`config.mk`:
```
export PLATFORM = sky130hd
export DESIGN_NAME = dcache_mem
export DESIGN_NICKNAME = d
export VERILOG_FILES = /design/src/rtl/dcache_mem_pkg.sv /design/src/rtl/dcache_mem_load_align.sv /design/src/rtl/dcache_mem.sv
export SDC_FILE = /design/constraint.sdc
export NUM_CORES = 2
export LEC_CHECK = 0
export BUFFER_PORTS_ARGS = -buffer_cell sky130_fd_sc_hd__clkbuf_2
export CORE_AREA = 2 2 294 514
export CTS_CLUSTER_DIAMETER = 40
export DETAILED_ROUTE_END_ITERATION = 10
export DIE_AREA = 0 0 296 516
export HOLD_SLACK_MARGIN = 0.12
export PLACE_DENSITY = 0.75
export SYNTH_ARGS = -nofsm -noshare
export SYNTH_HDL_FRONTEND = slang
export SYNTH_SLANG_ARGS = --single-unit
```
`constraint.sdc`:
```
create_clock -name clk -period 6.4 [get_ports clk]
set_input_delay 0.64 -clock clk [delete_from_list [all_inputs] [get_ports clk]]
set_output_delay 0.64 -clock clk [all_outputs]
set_load 0.01 [all_outputs]
```
`src/rtl/dcache_mem_pkg.sv`:
```
// dcache_mem_pkg: shared defines and types for the data-cache memory slice.
// Macros below form the shared define set (widths, load modes, chip-enable
// and byte-enable encodings, FSM state encodings). They are guarded so a
// second definition site cannot clash.
`ifndef DCACHE_MEM_DEFINES
`define DCACHE_MEM_DEFINES
`define DATA_WIDTH      32
`define DADDR_WIDTH     6
`define DBWEB_WIDTH     4
`define MEM_MODE_WIDTH  2
`define MEM_BYTE        2'd0
`define MEM_HWORD       2'd1
`define MEM_WORD        2'd2
`define CHIP_EN         1'b0
`define CHIP_DIS        1'b1
`define DC_BWEB_WR_ALL  4'b0000
`define DC_BWEB_RD      4'b1111
`define ZERO            32'h0000_0000
`define DC_ST_INIT      1'b0
`define DC_ST_RUN       1'b1
`endif

package dcache_mem_pkg;
  typedef enum logic {
    ST_INIT = `DC_ST_INIT,
    ST_RUN  = `DC_ST_RUN
  } dc_state_e;

  localparam int DEPTH = 1 << `DADDR_WIDTH;
endpackage

```
`src/rtl/dcache_mem_load_align.sv`:
```
// load_align: combinational lane select and sign/zero extension of a raw
// memory word for byte / halfword / word loads.
//   rdata    - raw word
//   mode     - load size
//   uns      - 1: zero-extend, 0: sign-extend
//   off      - byte offset within the word
//   data     - aligned, extended result
//   err      - misaligned offset or undefined mode
module load_align
  import dcache_mem_pkg::*;
(
  input  logic [`DATA_WIDTH-1:0]     rdata,
  input  logic [`MEM_MODE_WIDTH-1:0] mode,
  input  logic                       uns,
  input  logic [1:0]                 off,
  output logic [`DATA_WIDTH-1:0]     data,
  output logic                       err
);
  logic [7:0]  b;
  logic [15:0] h;

  always_comb begin
    data = `ZERO;
    err  = 1'b0;
    b    = rdata[8*off +: 8];
    h    = off[1] ? rdata[31:16] : rdata[15:0];
    case (mode)
      `MEM_BYTE:  data = {{24{b[7] & ~uns}}, b};
      `MEM_HWORD: begin
        if (off[0]) err  = 1'b1;
        else        data = {{16{h[15] & ~uns}}, h};
      end
      `MEM_WORD: begin
        // Misaligned word still returns the raw word; only err flags it.
        data = rdata;
        err  = (off != 2'd0);
      end
      default:    err = 1'b1;
    endcase
  end
endmodule

```
`src/rtl/dcache_mem.sv`:
```
// dcache_mem: single-port data-cache word memory with a post-reset clear
// sweep and a one-cycle read pipeline that also aligns/extends loads.
//   clk, rst       - clock, synchronous active-high reset
//   dcache_addr    - word address
//   dcache_ceb     - chip enable (active low)
//   dcache_bweb    - per-byte write enable (active low); all ones = read
//   dcache_wdata   - lane-shifted write data
//   ld_mode/ld_unsigned/ld_offset - load shape, captured with the read
//   dcache_rdata   - raw word of the last read (held between reads)
//   ld_data        - aligned/extended load result (held between reads)
//   ld_valid       - pulse one cycle after an accepted read
//   ld_err         - pulse with ld_valid on misaligned / illegal load
//   busy           - clear sweep in progress
module dcache_mem
  import dcache_mem_pkg::*;
#(
  parameter bit INIT_CLEAR = 1'b1
) (
  input  logic                       clk,
  input  logic                       rst,
  input  logic [`DADDR_WIDTH-1:0]    dcache_addr,
  input  logic                       dcache_ceb,
  input  logic [`DBWEB_WIDTH-1:0]    dcache_bweb,
  input  logic [`DATA_WIDTH-1:0]     dcache_wdata,
  input  logic [`MEM_MODE_WIDTH-1:0] ld_mode,
  input  logic                       ld_unsigned,
  input  logic [1:0]                 ld_offset,
  output logic [`DATA_WIDTH-1:0]     dcache_rdata,
  output logic [`DATA_WIDTH-1:0]     ld_data,
  output logic                       ld_valid,
  output logic                       ld_err,
  output logic                       busy
);
  logic [`DATA_WIDTH-1:0]     mem [DEPTH];
  dc_state_e                  state_q, state_d;
  logic [`DADDR_WIDTH-1:0]    cnt_q, cnt_d;
  logic                       clr_we, rd_en, wr_en;
  logic [1:0]                 vld_pipe;
  logic [`DATA_WIDTH-1:0]     rdata_q;
  logic [`MEM_MODE_WIDTH-1:0] mode_q;
  logic                       uns_q;
  logic [1:0]                 off_q;
  logic                       al_err;

  // Next-state: sweep one word per cycle, leave INIT after the last word.
  always_comb begin
    state_d = state_q;
    cnt_d   = cnt_q;
    clr_we  = 1'b0;
    case (state_q)
      ST_INIT: begin
        clr_we = 1'b1;
        cnt_d  = cnt_q + 1'b1;
        if (&cnt_q) state_d = ST_RUN;
      end
      default: ;
    endcase
  end

  always_ff @(posedge clk) begin
    if (rst) begin
      state_q <= INIT_CLEAR ? ST_INIT : ST_RUN;
      cnt_q   <= '0;
    end else begin
      state_q <= state_d;
      cnt_q   <= cnt_d;
    end
  end

  assign busy  = (state_q == ST_INIT);
  assign rd_en = !rst && (state_q == ST_RUN) && (dcache_ceb == `CHIP_EN)
                 && (dcache_bweb == `DC_BWEB_RD);
  assign wr_en = !rst && (state_q == ST_RUN) && (dcache_ceb == `CHIP_EN)
                 && (dcache_bweb != `DC_BWEB_RD);

  // Array has no reset; it is only cleared by the sweep.
  always_ff @(posedge clk) begin
    if (clr_we && !rst) begin
      mem[cnt_q] <= `ZERO;
    end else if (wr_en) begin
      for (int i = 0; i < `DBWEB_WIDTH; i++)
        if (!dcache_bweb[i]) mem[dcache_addr][8*i +: 8] <= dcache_wdata[8*i +: 8];
    end
  end

  // Read stage. Load-shape regs reset to an aligned word load so that
  // ld_data resolves to zero while the raw word is zero.
  assign vld_pipe[0] = rd_en;

  always_ff @(posedge clk) begin
    if (rst) begin
      vld_pipe[1] <= 1'b0;
      rdata_q     <= `ZERO;
      mode_q      <= `MEM_WORD;
      uns_q       <= 1'b1;
      off_q       <= 2'd0;
    end else begin
      vld_pipe[1] <= vld_pipe[0];
      if (rd_en) begin
        rdata_q <= mem[dcache_addr];
        mode_q  <= ld_mode;
        uns_q   <= ld_unsigned;
        off_q   <= ld_offset;
      end
    end
  end

  load_align u_align (
    .rdata (rdata_q),
    .mode  (mode_q),
    .uns   (uns_q),
    .off   (off_q),
    .data  (ld_data),
    .err   (al_err)
  );

  assign dcache_rdata = rdata_q;
  assign ld_valid     = vld_pipe[1];
  assign ld_err       = vld_pipe[1] & al_err;
endmodule

```
==> results.json <==
{
  "status": "finished clean",
  "max_freq_ghz": 0.238,
  "synth_nets": 3935,
  "io_buffers": 116,
  "final_util_pct": 60.5,
  "path_cells": "or3b_1 > nor2_1 > buf_4 > mux2i_1 > nand2_2 > buf_4 > nor2_1",
  "wl_per_cell_microns": 34.7,
  "holdCritPathClass": "primary input to flop",
  "htree_num_levels": 4,
  "syn_inst": 3884,
  "pin_count": 117,
  "reg2reg_from": "state_q",
  "clk_pin_slew_ns": 0.07,
  "synthArstFlopShare_pct": 0,
  "syn_area_per_cell_sq_um": 20.9,
  "drcViolationCount": 0,
  "path_max_fanout": 18,
  "first_global_vias": 42000,
  "critical_path_class": "flop to flop",
  "die_w_microns": 296,
  "dieArea_sq_um": 153000,
  "reg2reg_depth": 7,
  "grt_max_degree": 128,
  "mostFrequentLayoutCell": "edfxtp_1",
  "ys_seq_area_share_pct": 76.9,
  "clk_path_buf_depth": 3,
  "fin_area_sq_um": 89700,
  "hold_viol": 0,
  "drv_slew": 0,
  "wirelength_microns": 214000,
  "vias": 40900,
  "startpoint_type": "flop",
  "insertion_delay_ns": 0.84,
  "rsz0062_at_grt": "false",
  "cts_buffers": 169,
  "layout_common_cells": "edfxtp_1 (2048), mux4_2 (504), nor2_1 (342)",
  "drv_cap": 0,
  "synth-compound-area-share_pct": 2.99,
  "grt_use_total_pct": 28.5,
  "firstDrtPassIters": 6,
  "tightest_slew_ns": 1.45,
  "yosysUniqueCellTypes": 54,
  "arrival_ns": 4.68,
  "cts_resized": 0,
  "postRouteAntennaNets": 0,
  "cts_hold_buf": 5,
  "rows": 187,
  "synth-edff-count": 2048,
  "clock_skew_ns": 0.0435,
  "post-route-period-util_pct": 65.6,
  "die_h_microns": 516,
  "r2r-end": "mem[33][20]",
  "max_stage_delay_ns": 0.73,
  "ir_worst_vdd_uv": 258,
  "drt_iter0_drc": 5587,
  "grt_pass1_wl_microns": 304000,
  "power_density_nw_per_um2": 292,
  "grt_antenna_before_repair": 9,
  "crit_path_end": "mem[33][20]",
  "r2r_slack_ns": 2.20,
  "ys_ff_latch": 2093,
  "synthAdderAreaFrac_pct": 0.0154,
  "cts_tree": "built",
  "area_growth_pct": 10.6,
  "gp_congestion": 0.936,
  "syn_area_sq_um": 81100,
  "finalCriticalPeriod_ns": 4.20,
  "place_hpwl_microns": 134000,
  "root_buffer": "clkbuf_16",
  "post_dp_cell_area_sq_um": 84100,
  "clkSinkCount": 2093,
  "fin_tns_setup_ns": 0,
  "synth_top_family_by_area": "multiplexers",
  "yosys.area_share.xor_xnor_pct": 0.0432,
  "nets": 4086,
  "grt_overflow": 0,
  "setup_viol": 0,
  "synth.area.mux_share_pct": 15.7,
  "cp.required_ns": 6.88,
  "synth_flop_cell": "edfxtp_1",
  "endpoint_kind": "flop",
  "synth_warnings": 0,
  "post_cts_buffers": 0,
  "viasPerCell": 6.64,
  "cp-startpoint": "state_q",
  "relSlewSlack_pct": 2.95,
  "crit_slowest_cell": "nand2_2",
  "start_util_pct": 54.7,
  "drive_gt1_share_pct": 25.2,
  "power.leakage_nw": 32.6,
  "synth-simple-area-share_pct": 3.00,
  "core_area_sq_um": 148000
}
[Yosys cell counts, types with 13 or more instances]
master       n  share of area [%]
and3_1      32               0.25
nor2b_1     13               0.10
clkbuf_1    98               0.45
a21o_1      17               0.16
buf_2       93               0.57
nand2_1     91               0.42
buf_4       17               0.16
buf_1       15              0.069
nor2_1     344                1.6
edfxtp_1  2048                 76
a22oi_1    105               0.97
a21oi_1     84               0.52
mux2_2      28               0.39
mux4_2     504                 14
nor3_1      14              0.086
dfxtp_1     45                1.1
nand3_1     19               0.12
mux2i_1    104                1.3
o22ai_1     66               0.51
[report_power, final]
group | internal [mW] | switching, mW | leakage, nW | total [mW]
combinational | 0.260 | 0.498 | 6.50 | 0.759
clock | 5.70 | 4.89 | 2.72 | 10.6
sequential | 14.8 | 0.0141 | 23.4 | 14.9
[state kept, by name, summed over array words and instances (netlist names)]
register	flops
ld_valid	1
dcache_rdata	32
off_q	2
uns_q	1
cnt_q	6
mode_q	2
mem	2048
state_q	1
[per-layer routing]
metal / global-route usage, % / wire length, microns / part of all wire, % / vias up
li1: - / - / - / 16400
met1: 33.4 / 68400 / 32 / 21300
met2: 48.1 / 110000 / 51 / 2601
met3: 5.77 / 19900 / 9.3 / 624
met4: 18.1 / 16000 / 7.5 / 16
met5: 0 / 115 / 0.054 / -
[worst max-delay path: cells and delay by family (launching register included)]
kind	cells	cell delay, ns
and+or+nand+nor	4	2.06
muxes	1	0.51
DFF	1	0.45
buffers and inverters	2	0.77
[cell families (layout without fill, tap and decap cells)]
logic type / after synthesis / in the layout
buf+inv: 234 / 528
compound gates: 354 / 354
fa+ha+maj: 1 / 1
other cells: 0 / 3
xor+xnor: 4 / 4
mux: 636 / 636
simple gates: 562 / 562
flops: 2093 / 2093
[cell type report]
| class | count | area [sq um] |
|---|---|---|
| multi-input cells | 1557 | 17800 |
| repair buffers | 210 | 1470 |
| inverters | 4 | 15.0 |
| diodes | 3 | 7.51 |
| fillers | 10100 | 58600 |
| well taps | 1984 | 2480 |
| flip-flops and latches | 2093 | 62400 |
| clock buffers | 214 | 4550 |
| clock inverters | 100 | 1050 |
[metrics by stage]
stage                     hold slack [ns]  setup WS (ns)  instances  total power, mW
after floorplan                     0.462           3.43       3884             15.6
after global placement              0.486           1.85       5843             15.9
after detailed placement            0.500           1.73       5843             15.9
after CTS                           0.202           2.32       6162             26.2
after global routing                0.207           2.05       6163             26.7
final                               0.203           2.20       6165             26.2
[how the worst min path moves through the flow]
stage                                from          to  slack (ns)  cells after the start
after floorplan                     uns_q       uns_q        0.46                      2
after global placement              uns_q       uns_q        0.49                      2
after detailed placement            uns_q       uns_q        0.50                      2
after CTS                 dcache_wdata[0]  mem[17][0]        0.20                      2
after global routing      dcache_wdata[0]  mem[17][0]        0.21                      2
final                     dcache_wdata[0]  mem[17][0]        0.20                      2
No activity file was read; power rests on OpenSTA's default activity.
